==> config.mk <==
export PLATFORM = sky130hd
export DESIGN_NAME = slave_store_rmw
export DESIGN_NICKNAME = d
export VERILOG_FILES = /design/src/rtl/slave_store_rmw.sv
export SDC_FILE = /design/constraint.sdc
export NUM_CORES = 1
export LEC_CHECK = 0
export ABC_CLOCK_PERIOD_IN_PS = 3750
export BUFFER_PORTS_ARGS = -buffer_cell sky130_fd_sc_hd__buf_2
export CORE_ASPECT_RATIO = 0.8
export CORE_MARGIN = 1
export CORE_UTILIZATION = 45
export DETAILED_ROUTE_END_ITERATION = 6
export GPL_TIMING_DRIVEN = 0
export HOLD_SLACK_MARGIN = 0.08
export PLACE_DENSITY = 0.73
export SETUP_SLACK_MARGIN = 0.05
export SLEW_MARGIN = 20
export SYNTH_ARGS = -nofsm -noshare
export SYNTH_HDL_FRONTEND = slang
export SYNTH_SLANG_ARGS = --single-unit
==> constraint.sdc <==
create_clock -name clk -period 3.75 [get_ports clk]
set_input_delay 0.75 -clock clk [delete_from_list [all_inputs] [get_ports clk]]
set_output_delay 0.75 -clock clk [all_outputs]
set_load 0.01 [all_outputs]
==> src/rtl/slave_store_rmw.sv <==
// Sub-word store engine: read-modify-write of one memory word per request.
// Define STORE_MISALIGN_ERR_EN to reject misaligned/oversize requests through the ERR state.
module slave_store_rmw #(
    parameter int DATA_W = 32,
    parameter int ADDR_W = 32
) (
    input  logic              clk,
    input  logic              rst,
    input  logic              req_valid,
    output logic              req_ready,
    input  logic [ADDR_W-1:0] req_addr,
    input  logic [2:0]        req_size,
    input  logic [DATA_W-1:0] req_wdata,
    output logic [ADDR_W-1:0] mem_addr,
    output logic              mem_re,
    input  logic              mem_rvalid,
    input  logic [DATA_W-1:0] mem_rdata,
    output logic              mem_we,
    output logic [DATA_W-1:0] mem_wdata,
    output logic              done,
    output logic              err
);

    localparam int         NB      = DATA_W / 8;
    localparam int         OFF_W   = $clog2(NB);
    localparam logic [2:0] FULL_SZ = 3'(OFF_W);

    // IDLE accept | RD one-cycle read | WAIT await rvalid | WR merged write | ERR reject pulse
    typedef enum logic [2:0] {
        ST_IDLE = 3'd0,
        ST_RD   = 3'd1,
        ST_WAIT = 3'd2,
        ST_WR   = 3'd3
`ifdef STORE_MISALIGN_ERR_EN
        , ST_ERR = 3'd4
`endif
    } state_t;

    state_t                   state_q, state_d;
    logic [ADDR_W-OFF_W-1:0]  waddr_q;
    logic [OFF_W-1:0]         off_q;
    logic [2:0]               size_q;
    logic [DATA_W-1:0]        wdata_q;
    logic [DATA_W-1:0]        word_q;

    logic                     accept;
    logic [2:0]               sz_eff;
    logic [OFF_W-1:0]         off_raw;
    logic [OFF_W-1:0]         lane_mask;
    logic [OFF_W-1:0]         off_eff;
    logic                     is_full;
    logic [31:0]              lo;
    logic [31:0]              hi;
    logic [NB-1:0]            be;
    logic [DATA_W-1:0]        bit_mask;
    logic [DATA_W-1:0]        shifted;
    logic [DATA_W-1:0]        merged;

    assign accept  = req_valid && req_ready;
    assign off_raw = req_addr[OFF_W-1:0];
    assign sz_eff  = (req_size > FULL_SZ) ? FULL_SZ : req_size;
    assign is_full = (sz_eff == FULL_SZ);

    // Offset bits below the access size; masked off when misalignment is tolerated.
    always_comb begin
        lane_mask = '0;
        for (int i = 0; i < OFF_W; i++) begin
            lane_mask[i] = (32'(i) < 32'(sz_eff));
        end
    end

    assign off_eff = off_raw & ~lane_mask;

`ifdef STORE_MISALIGN_ERR_EN
    logic bad_req;
    assign bad_req = (req_size > FULL_SZ) || (|(off_raw & lane_mask));
`endif

    always_comb begin
        lo       = 32'(off_q);
        hi       = lo + (32'd1 << size_q);
        be       = '0;
        bit_mask = '0;
        for (int i = 0; i < NB; i++) begin
            be[i]              = (32'(i) >= lo) && (32'(i) < hi);
            bit_mask[8*i +: 8] = {8{be[i]}};
        end
        shifted = wdata_q << {off_q, 3'b000};
        merged  = (shifted & bit_mask) | (mem_rdata & ~bit_mask);
    end

    always_ff @(posedge clk) begin
        if (rst) begin
            state_q <= ST_IDLE;
        end else begin
            state_q <= state_d;
        end
    end

    always_comb begin
        state_d = state_q;
        case (state_q)
            ST_IDLE: begin
                if (accept) begin
                    if (is_full) state_d = ST_WR;
                    else         state_d = ST_RD;
`ifdef STORE_MISALIGN_ERR_EN
                    if (bad_req) state_d = ST_ERR;
`endif
                end
            end
            ST_RD:   state_d = ST_WAIT;
            ST_WAIT: if (mem_rvalid) state_d = ST_WR;
            ST_WR:   state_d = ST_IDLE;
`ifdef STORE_MISALIGN_ERR_EN
            ST_ERR:  state_d = ST_IDLE;
`endif
            default: state_d = ST_IDLE;
        endcase
    end

    always_comb begin
        req_ready = 1'b0;
        mem_re    = 1'b0;
        mem_we    = 1'b0;
        done      = 1'b0;
        err       = 1'b0;
        mem_addr  = '0;
        mem_wdata = '0;
        case (state_q)
            ST_IDLE: req_ready = 1'b1;
            ST_RD: begin
                mem_re   = 1'b1;
                mem_addr = {waddr_q, {OFF_W{1'b0}}};
            end
            ST_WAIT: mem_addr = {waddr_q, {OFF_W{1'b0}}};
            ST_WR: begin
                mem_we    = 1'b1;
                done      = 1'b1;
                mem_addr  = {waddr_q, {OFF_W{1'b0}}};
                mem_wdata = word_q;
            end
`ifdef STORE_MISALIGN_ERR_EN
            ST_ERR:  err = 1'b1;
`endif
            default: ;
        endcase
    end

    // word_q starts as the store data so the full-word path needs no merge.
    always_ff @(posedge clk) begin
        if (rst) begin
            waddr_q <= '0;
            off_q   <= '0;
            size_q  <= '0;
            wdata_q <= '0;
            word_q  <= '0;
        end else begin
            if (accept) begin
                waddr_q <= req_addr[ADDR_W-1:OFF_W];
                off_q   <= off_eff;
                size_q  <= sz_eff;
                wdata_q <= req_wdata;
                word_q  <= req_wdata;
            end
            if (state_q == ST_WAIT && mem_rvalid) begin
                word_q <= merged;
            end
        end
    end

endmodule
# [After elaboration in Yosys (flattened, before gate mapping)]
# Cells that the tools add are included.
[word_totals] register_bits=102 romBits=0 mem_count=0 latchBits=0 out_inout_bits=69 wordCells=52 ramBits=0 in_bits=103
[classes] n_addsub=1 n_bitwise=6 shift=2 muxes=12 n_lt_le_gt_ge=10 multipliers=0 n_reduce_logical=9 div_mod_pow=0 n_eq_ne=6
[ops] operator="32-bit two-way mux" n=4
[ops] operator="32-bit bitwise AND" n=2
[ops] operator="1-bit by 32-bit less-than comparator with 1-bit output, first input constant" n=2
[ops] operator="2-bit by 32-bit less-than comparator with 1-bit output, first input constant" n=2
[ops] operator="2-bit by 32-bit adder with 32-bit output" n=1
[ops] operator="32-bit inverter" n=1
[ops] operator="32-bit OR" n=1
[ops] operator="1-bit by 3-bit left shift with 32-bit output, first input constant" n=1
[ops] operator="32-bit by 5-bit left shift with 32-bit output" n=1
[ops] operator="3-bit by 2-bit equality test with 1-bit output, second input constant" n=3
[ops] operator="3-bit two-way mux" n=3
[ops] operator="3-bit case mux with 3 select lines" n=1
[ops] operator="1-bit by 3-bit less-than comparator with 1-bit output, first input constant" n=2
[ops] operator="1-bit logical AND" n=5
[ops] operator="1-bit by 2-bit greater-or-equal comparator with 1-bit output, first input constant" n=2
[ops] operator="2-bit != test, second input constant" n=2
[ops] operator="3-bit by 1-bit equality test with 1-bit output, second input constant" n=1
[ops] operator="3-bit by 2-bit > comparator with 1-bit output, second input constant" n=1
[ops] operator="3-bit logical NOT" n=1
[ops] operator="1-bit two-way mux" n=3
[ops] operator="3-bit OR reduction" n=1
[ops] operator="2-bit bitwise AND" n=1
[ops] operator="2-bit greater-or-equal comparator, first input constant" n=1
[ops] operator="2-bit two-way mux" n=1
[ops] operator="other kinds (3)" n=3

# [Depth between registers and ports, before layout]
# Gate-level depths: netlist of run 1.
[logic_depth] depth_word=8 ltp_mapped=10 depth_no_buf=9

# [Worst setup path before layout of run 1]
# OpenSTA, ideal clock, no wires.
[synth_timing] path_type="reg2reg" from="reg off_q[1]" to="reg word_q[18]" arrival_time_ns=2.556 setup_time_ns=0.087 required_ns=3.663 n_path_buf=2 slack_ns=1.107 synth_period_minus_slack_ns=2.643 stages_incl_launch_ff=10 path_cell_list="dfxtp_1 > buf_2 > clkbuf_1 > inv_1 > fa_1 > nor4b_4 > a22oi_4 > a2bb2oi_4 > mux2i_1 > a221oi_2"
[synth_between] elab_chain_cells=7 word_cells_on_any_way=10 classes_between="add/sub: 1; order compare: 2; shift: 1; mux: 1; bitwise: 4; reduce/logical: 1"
[synth_rtl] element="from (decl)" line_no="41" text="logic [OFF_W-1:0] off_q;"
[synth_rtl] element="from (signal assigned)" line_no="154" text="off_q <= '0;"
[synth_rtl] element="from (signal assigned)" line_no="161" text="off_q <= off_eff;"
[synth_rtl] element="2-bit by 32-bit adder with 32-bit output" line_no="81" text="hi = lo + (32'd1 << size_q);"
[synth_rtl] element="2-bit by 32-bit less-than comparator with 1-bit output" line_no="85" text="be[i] = (32'(i) >= lo) && (32'(i) < hi);"
[synth_rtl] element="1-bit logical AND" line_no="85"
[synth_rtl] element="32-bit inverter" line_no="89" text="merged = (shifted & bit_mask) | (mem_rdata & ~bit_mask);"
[synth_rtl] element="32-bit bitwise AND" line_no="89"
[synth_rtl] element="32-bit OR *" line_no="89"
[synth_rtl] element="32-bit two-way mux *" line_no="166" text="if (state_q == ST_WAIT && mem_rvalid) begin"
[synth_rtl] element="to (signal assigned)" line_no="164" text="word_q <= req_wdata;"
[synth_rtl] element="to (signal assigned)" line_no="167" text="word_q <= merged;"
[synth_rtl] element="to (decl)" line_no="44" text="logic [DATA_W-1:0] word_q;"
# Every way passes the cells marked *; elsewhere a longest branch is shown, timed or not.
# A chain may end at the register's enable or synchronous reset.

# [Worst setup path after layout of run 1]
[layout_timing] from="reg off_q[1]" to="reg word_q[8]"
[layout_between] elab_chain_cells=7 word_cells_on_any_way=10 classes_between="add/sub: 1; order compare: 2; shift: 1; mux: 1; bitwise: 4; reduce/logical: 1"
[layout_rtl] element="2-bit by 32-bit adder with 32-bit output" line_no="81"
[layout_rtl] element="1-bit by 32-bit less-than comparator with 1-bit output" line_no="85"
[layout_rtl] element="1-bit logical AND" line_no="85"
[layout_rtl] element="32-bit inverter" line_no="89"
[layout_rtl] element="32-bit bitwise AND" line_no="89"
[layout_rtl] element="32-bit OR *" line_no="89"
[layout_rtl] element="32-bit two-way mux *" line_no="166"
# Marked as above.

==> flow_summary.yaml, run 1 <==
status:
  status: "finished clean"
placement:
  postPlaceCellArea_um2: 6170
  hpwl_mm: 12.5
  gp_congestion: 0.917
  dp_cells: 950
  place.port_buffers: 167
timing:
  slew_viol_final: 0
  slew_headroom_pct: 45.2
  min_period_over_period_pct: 85.2
  hold_viol_final: 0
  rsz0062_at_grt: "false"
  worst_pin_slew_ns: 0.821
  fin_crit_ns: 3.20
  fin_tns_setup_ns: 0
  skew_ns: 0.0109
  setup_viol_count_final: 0
  fmax_ghz: 0.313
  worst_hold_slack_ns: 0.449
logic_synthesis:
  synthTopCellsByArea: "dfxtp_1 (39%), nand2_1 (12%), a21oi_1 (8.6%)"
  ys_types: 39
  yosysSeqAreaShare_pct: 39.3
  synth_edf_count: 0
  synth_top_area_share_pct: 39.3
  synth_ff_type: "dfxtp_1"
  synthesis.area_um2: 5150
  synth_top_area_cell: "dfxtp_1"
  synthCells: 637
  synth_area_per_cell_um2: 8.08
  synth-seq-cells: 101
  ys_warn_count: 0
  synth-async-reset-ratio_pct: 0
drt:
  vias: 5224
  viasPerCell: 5.42
  first_pass_iters: 5
  final_antenna_net_count: 0
  routed_wl_mm: 16.3
  drc: 0
  initialDrtViolationCount: 457
  post_drt_wl_per_cell_um: 17.0
global_route:
  grt_start_max_net_pins: 15
  grt_pass1_wl_mm: 25.3
  antenna_found_initial: 0
  grt_pass1_vias: 5001
  grt_use_total_pct: 27.9
  grt-ovfl-total: 0
worst_setup_path:
  critPathTopFamily: "buffers and inverters"
  endpoint_kind: "register"
  crit_fanout: 10
  path_class: "register to register"
  crit_arrival_ns: 3.45
  setup.worst_path.start_class: "register"
  cp_slowest_cell: "fa_1"
  crit_buf_inv: 4
  critPathMaxStageDelay_ns: 0.57
  crit_required_ns: 4.00
  crit_chain: "buf_2 -> clkbuf_1 -> inv_1 -> fa_1 -> nor4bb_2 -> a311oi_4 -> buf_6 -> o21ai_2 -> a221oi_2"
clocking:
  cts_sinks: 101
  cts_tree: "yes"
  ctsHoldBuffers: 0
  cts_resized: 0
  cts_max_path_buffers: 2
  root_buffer: "clkbuf_16"
  path_clk_slew_ns: 0.06
  post-cts-setup-buffers: 0
  clk_latency_ns: 0.35
  cts_buffers: 9
  htreeDepth: 3
power:
  vdd_ir_drop_max_mv: 0.282
  p_leak_uw: 0.00279
  fin_total_pwr_uw: 3930
  power.density_nw_per_um2: 609
cells_and_area:
  drive_above_1_share_pct: 27.0
  finalNonFillerCells: 963
  area_delta_synth_final_pct: 25.2
  antennaDiodeCount: 0
  fin_nets: 927
  final_cell_area_um2: 6450
  fillCellCount: 1040
floorplanning:
  die_w_um: 122
  rows: 34
  die_area_um2: 11900
  die_h_um: 97.7
  io_pins: 172
  core-area_um2: 11000
  start_util_pct: 46.7
flow_run:
  maxCapViolations: 0
hold_path:
  hold_class: "register to register"
==> worst paths after layout <==
kind	start	to	depth (start not counted)	slack (ns)
min reg2reg	waddr_q[26]$_SDFFE_PP0P_	waddr_q[26]$_SDFFE_PP0P_	2	0.45
min	waddr_q[26]$_SDFFE_PP0P_	waddr_q[26]$_SDFFE_PP0P_	2	0.45
max	off_q[1]$_SDFFE_PP0P_	word_q[8]$_SDFFE_PP0P_	9	0.55
max reg2reg	off_q[1]$_SDFFE_PP0P_	word_q[8]$_SDFFE_PP0P_	9	0.55
==> area by class of cell <==
cell class | count | area [um2] | share of cell area (%)
clock buffer | 12 | 267 | 4.13
tap | 144 | 180 | 2.79
inverter | 9 | 33.8 | 0.524
timing repair buffer | 167 | 836 | 13.0
sequential | 101 | 2020 | 31.4
multi-input combinational | 477 | 2870 | 44.5
clock inverter | 1 | 7.51 | 0.116
buffer | 52 | 230 | 3.57
==> cells by family (layout without fill, tap and decap cells) <==
logic type	after synthesis	in the layout	synth area share [%]
AO/OA/AOI/OAI	168	168	22.8
adder cells (fa/ha/maj)	7	7	1.85
buffers and inverters	61	241	5.13
flip-flops	101	101	39.3
multiplexers	27	27	5.25
other	1	3	0.0728
AND/OR/NAND/NOR	272	272	25.6
==> sequential cells by signal (all words and copies together), names as in the netlist <==
register / count
off_q: 2
size_q: 3
state_q: 2
waddr_q: 30
wdata_q: 32
word_q: 32
==> layout by cell type, fill, tap and decap left out, drive strengths merged <==
cell type  count
buf          185
nand2        158
dfxtp        101
a21oi         89
nor2b         48
clkbuf        46
and2          34
mux2i         27
a211oi        26
o21ai         17
nor2          16
a221oi        11
inv            9
a311oi         9
and3           8
ha             6
a21boi         5
o221ai         5
conb           3
a22oi          3
nor3           2
nand2b         2
nor4b          2
a21o           1
a2bb2oi        1
nor4bb         1
o22ai          1
nor3b          1
fa             1
clkinvlp       1
==> synthesized netlist by cell type (2+ instances only) <==
master / instances
a211oi_1: 26
a21boi_0: 5
a21oi_1: 89
a221oi_2: 11
a22oi_1: 2
a311oi_1: 8
and2_1: 34
and3_1: 8
buf_1: 5
buf_2: 7
buf_4: 5
clkbuf_1: 34
dfxtp_1: 101
ha_1: 6
inv_1: 9
mux2i_1: 27
nand2_1: 158
nand2b_1: 2
nor2_1: 15
nor2b_1: 47
nor3_1: 2
o21ai_0: 4
o21ai_1: 5
o21ai_2: 8
o221ai_1: 5
==> metrics by stage <==
stage | worst slack [ns] | util, %
after global routing | 0.392 | 58.5
after detailed placement | 0.623 | 56.0
after CTS | 0.593 | 58.5
after floorplan | 1.11 | -
final | 0.555 | 58.5
after global placement | 0.699 | 56.0
==> report_power, final <==
group	total, uW	internal [uW]	switching [uW]
logic	1590	573	1020
clock network	884	494	390
registers	1450	1310	146
total	3930	2370	1560
==> worst register-to-register path: cells and delay by family (launching register included) <==
family	cells	cell delay (ns)
flops	1	0.35
simple gates	1	0.23
compound gates	3	0.79
buf+inv	4	1.17
fa+ha+maj	1	0.57
==> routing by layer <==
metal / track usage, % / routed length, um / vias up
met3: 5.99 / 1250 / 18
met4: 6.36 / 214 / 0
met1: 39.1 / 7500 / 2447
met5: 0 / 0 / -
li1: - / - / 2525
met2: 43.5 / 7380 / 234
(Power assumes the default switching activity.)
==> inputs of run 2 (changes only) <==
BUFFER_PORTS_ARGS = -buffer_cell sky130_fd_sc_hd__buf_4   (was -buffer_cell sky130_fd_sc_hd__buf_2)
==> run 2 against run 1 <==
Against the previous run:
- power grew 2.1%
- clock skew shrank 0.0056 ns
- via count grew 0.34%
- largest power group unchanged
==> flow_summary.yaml, run 2 (synthesis gave the netlist of run 1 again) <==
cells_and_area:
  fin_nets: 927
  antennaDiodeCount: 0
  area_delta_synth_final_pct: 33.6
  reg_top3: "wdata_q: 32 flops, word_q: 32 flops, waddr_q: 30 flops"
  final_cell_mix: "buf_4 (172), nand2_1 (158), dfxtp_1 (101), a21oi_1 (89), nor2b_1 (47)"
  drive_above_1_share_pct: 27.1
  finalNonFillerCells: 966
  final_common_cell: "buf_4"
  fillCellCount: 976
status:
  status: "finished clean"
timing:
  slew_viol_final: 0
  worst_hold_slack_ns: 0.452
  fin_tns_setup_ns: 0
  setup_viol_count_final: 0
  slew_headroom_pct: 44.7
  min_period_over_period_pct: 86.1
  fin_ws_ns: 0.522
  rsz0062_at_grt: "false"
  fmax_ghz: 0.310
  skew_ns: 0.00531
  worst_pin_slew_ns: 0.830
  hold_viol_final: 0
  fin_crit_ns: 3.23
worst_setup_path:
  rrSetupSlack_ns: 0.52
  cp_slowest_cell: "fa_1"
  setup.worst_path.start_class: "register"
  crit_required_ns: 4.01
  endpoint_kind: "register"
  crit_fanout: 10
  crit_chain: "buf_2 -> clkbuf_1 -> inv_1 -> fa_1 -> nor4bb_2 -> a311oi_4 -> buf_6 -> o21ai_2 -> a221oi_2"
  critPathMaxStageDelay_ns: 0.57
  path_class: "register to register"
  crit_arrival_ns: 3.48
global_route:
  grt.met2_usage_pct: 43.9
  busiest_layer: "met2"
  grt_start_max_net_pins: 16
  use_met1_pct: 38.9
  grt_pass1_wl_mm: 25.9
  antenna_found_initial: 0
  grt_use_total_pct: 28.3
  use_met3_pct: 6.16
  grt_pass1_vias: 5136
  grt-ovfl-total: 0
floorplanning:
  die_w_um: 122
  start_util_pct: 46.7
  die_area_um2: 11900
  io_pins: 172
  die_h_um: 97.7
  core-area_um2: 11000
  rows: 34
placement:
  dp_cells: 950
  place_ws_ns: 0.566
  gp_congestion: 0.892
  place.port_buffers: 167
  hpwl_mm: 12.9
power:
  p_leak_uw: 0.00288
  fin_total_pwr_uw: 4010
  vdd_ir_drop_max_mv: 0.326
  power.density_nw_per_um2: 583
clocking:
  cts_tree: "yes"
  root_buffer: "clkbuf_16"
  cts_sinks: 101
  cts_buffers: 9
  cts_max_path_buffers: 2
  post-cts-setup-buffers: 0
  htreeDepth: 3
  path_clk_slew_ns: 0.06
  cts_resized: 0
  clk_latency_ns: 0.35
  ctsHoldBuffers: 0
hold_path:
  hold_class: "register to register"
flow_run:
  maxCapViolations: 0
drt:
  final_antenna_net_count: 0
  initialDrtViolationCount: 326
  drc: 0
  viasPerCell: 5.43
  routed_wl_mm: 16.5
  vias: 5242
  first_pass_iters: 5
  post_drt_wl_per_cell_um: 17.1
[run 2: cell types whose count changed in the layout (fill, tap and decap cells not counted), sizes merged]
cell	before	now
clkinv	0	3
clkbuf	46	47
clkinvlp	1	0
[run 2: metrics by stage]
| stage | area [um2] | utilization, % |
|---|---|---|
| CTS | 6880 | 62.4 |
| global placement | 6590 | 59.8 |
| floorplan | 5160 | - |
| global route | 6880 | 62.4 |
| detailed placement | 6590 | 59.8 |
| finish | 6880 | 62.4 |
[run 2: worst paths after layout]
path                      startpoint                       to  cells after the start
max            off_q[1]$_SDFFE_PP0P_  word_q[10]$_SDFFE_PP0P_                      9
min          waddr_q[9]$_SDFFE_PP0P_  waddr_q[9]$_SDFFE_PP0P_                      2
max reg2reg    off_q[1]$_SDFFE_PP0P_  word_q[10]$_SDFFE_PP0P_                      9
min reg2reg  waddr_q[9]$_SDFFE_PP0P_  waddr_q[9]$_SDFFE_PP0P_                      2
[run 2: worst max-delay path: cells and delay by family, from the launching register on]
| kind | cells | cell delay, ns |
|---|---|---|
| compound gates | 3 | 0.82 |
| flops | 1 | 0.34 |
| fa+ha+maj | 1 | 0.57 |
| simple gates | 1 | 0.23 |
| buf+inv | 4 | 1.17 |
[run 2: power breakdown]
| part | internal, uW | switching (uW) | total [uW] |
|---|---|---|---|
| combinational | 643 | 1010 | 1660 |
| sequential | 1310 | 147 | 1450 |
| clock | 504 | 399 | 903 |
| total | 2450 | 1560 | 4010 |
[run 2: per-layer routing]
metal | vias to the layer above | part of all wire [%]
met5 | - | 0
met4 | 0 | 1.3
met3 | 18 | 7.3
met2 | 208 | 46
met1 | 2483 | 46
li1 | 2533 | -
[run 2: area by class of cell]
cell class                 instances  area (um2)  area share (%)
multi-input combinational        477        2870            41.7
sequential                       101        2020            29.4
timing repair buffer             167        1250            18.2
clock buffer                      13         270            3.93
buffer                            52         230            3.35
tap                              144         180            2.62
inverter                           9        33.8           0.491
clock inverter                     3        18.8           0.273
==> inputs of run 3 (changes only) <==
PLACE_DENSITY = 0.82   (was 0.73)
==> run 3 against run 2 <==
Against the previous run:
- core utilization down 0.13 points
- critical path depth unchanged
- combinational power about the same
- power about the same
- hold slack worse by 0.0025 ns
- clock power up 0.6%
- setup slack better by 0.066 ns
- clock skew down 0.00081 ns
- largest cell class unchanged
==> flow_summary.yaml, run 3 (synthesis gave the netlist of run 1 again) <==
placement:
  place_ws_ns: 0.657
  place.port_buffers: 167
  hpwl_mm: 12.4
  postPlaceCellArea_um2: 6590
  gp_congestion: 0.963
power:
  power.density_nw_per_um2: 585
  p_leak_uw: 0.00287
  vdd_ir_drop_max_mv: 0.283
drt:
  vias: 5232
  post_drt_wl_per_cell_um: 16.9
  initialDrtViolationCount: 383
  final_antenna_net_count: 0
  viasPerCell: 5.42
  drc: 0
  routed_wl_mm: 16.3
  first_pass_iters: 5
worst_setup_path:
  crit_required_ns: 4.01
  setup.worst_path.start_class: "register"
  path_class: "register to register"
  r2r-start: "off_q[1]$_SDFFE_PP0P_"
  crit_start: "off_q[1]$_SDFFE_PP0P_"
  endpoint_kind: "register"
  crit_arrival_ns: 3.42
  crit_fanout: 10
timing:
  skew_ns: 0.00450
  fin_tns_setup_ns: 0
  worst_pin_slew_ns: 0.790
  hold_viol_final: 0
  fin_ws_ns: 0.588
  fmax_ghz: 0.316
  slew_headroom_pct: 47.3
  rsz0062_at_grt: "false"
  fin_crit_ns: 3.16
  slew_viol_final: 0
  min_period_over_period_pct: 84.3
  setup_viol_count_final: 0
floorplanning:
  die_w_um: 122
  core-area_um2: 11000
  rows: 34
  start_util_pct: 46.7
  io_pins: 172
  die_h_um: 97.7
  die_area_um2: 11900
clocking:
  ctsHoldBuffers: 0
  cts_max_path_buffers: 2
  cts_sinks: 101
  clk_latency_ns: 0.34
  cts_tree: "yes"
  cts_resized: 0
  post-cts-setup-buffers: 0
  cts_buffers: 9
  root_buffer: "clkbuf_16"
  htreeDepth: 3
  path_clk_slew_ns: 0.06
cells_and_area:
  antennaDiodeCount: 0
  reg_top3: "wdata_q: 32 flops, word_q: 32 flops, waddr_q: 30 flops"
  fillCellCount: 1008
  final_cell_mix: "buf_4 (172), nand2_1 (158), dfxtp_1 (101), a21oi_1 (89), nor2b_1 (47)"
  final_cell_area_um2: 6870
  final_common_cell: "buf_4"
  fin_nets: 927
  area_delta_synth_final_pct: 33.3
  drive_above_1_share_pct: 26.7
flow_run:
  maxCapViolations: 0
hold_path:
  hold_class: "register to register"
  hp-start: "waddr_q[26]$_SDFFE_PP0P_"
global_route:
  antenna_found_initial: 0
  grt_start_max_net_pins: 15
  grt_use_total_pct: 27.4
  grt-ovfl-total: 0
  grt_pass1_vias: 4944
  grt_pass1_wl_mm: 25.1
status:
  status: "finished clean"
run 3: cell types whose count changed in the layout (fill, tap and decap cells not counted), sizes merged:
cell	previous run	this run
bufinv	0	1
clkinv	3	1
run 3: power breakdown:
group          total, uW  internal (uW)  switching, uW  leakage [uW]
clock                908            514            393      0.000134
combinational       1660            643           1010       0.00191
sequential          1450           1310            143      0.000829
total               4010           2460           1550       0.00287
run 3: final cells by class:
type	count	area [um2]	area share [%]
Buffer	52	230	3.35
Clock buffer	13	240	3.50
Clock inverter	2	35.0	0.510
Inverter	9	33.8	0.492
Multi-Input combinational cell	477	2870	41.8
Sequential cell	101	2020	29.4
Tap cell	144	180	2.62
Timing Repair Buffer	167	1250	18.3
run 3: path summary, 6_finish.rpt:
kind	cells past startpoint	slack, ns	to
setup / recovery	9	0.59	word_q[8]$_SDFFE_PP0P_
hold / removal	2	0.45	waddr_q[26]$_SDFFE_PP0P_
setup reg to reg	9	0.59	word_q[8]$_SDFFE_PP0P_
hold reg to reg	2	0.45	waddr_q[26]$_SDFFE_PP0P_
run 3: per-stage QoR:
| stage | hold WS (ns) | utilization (%) | power, uW | std cells |
|---|---|---|---|---|
| 2_1_floorplan | 0.432 | - | 2520 | 639 |
| 3_3_place_gp | 0.438 | 59.8 | 3060 | 950 |
| 3_5_place_dp | 0.442 | 59.8 | 3090 | 950 |
| 4_1_cts | 0.451 | 62.3 | 4000 | 965 |
| 5_1_grt | 0.462 | 62.3 | 4230 | 965 |
| 6_report | 0.449 | 62.3 | 4010 | 965 |
run 3: metal layers:
metal / GRT usage, % / up-vias / wire length [um]
li1: - / 2532 / -
met1: 37.7 / 2440 / 7190
met2: 42.4 / 242 / 7460
met3: 6.46 / 18 / 1450
met4: 7.98 / 0 / 194
met5: 0 / - / 0
run 3: critical path, stage by stage (launching register included):
cell      delay (ns)
dfxtp_1         0.34
buf_2           0.25
clkbuf_1        0.42
inv_1           0.26
fa_1            0.57
nor4bb_2        0.23
a311oi_4        0.49
buf_6           0.23
o21ai_2         0.08
a221oi_2        0.21
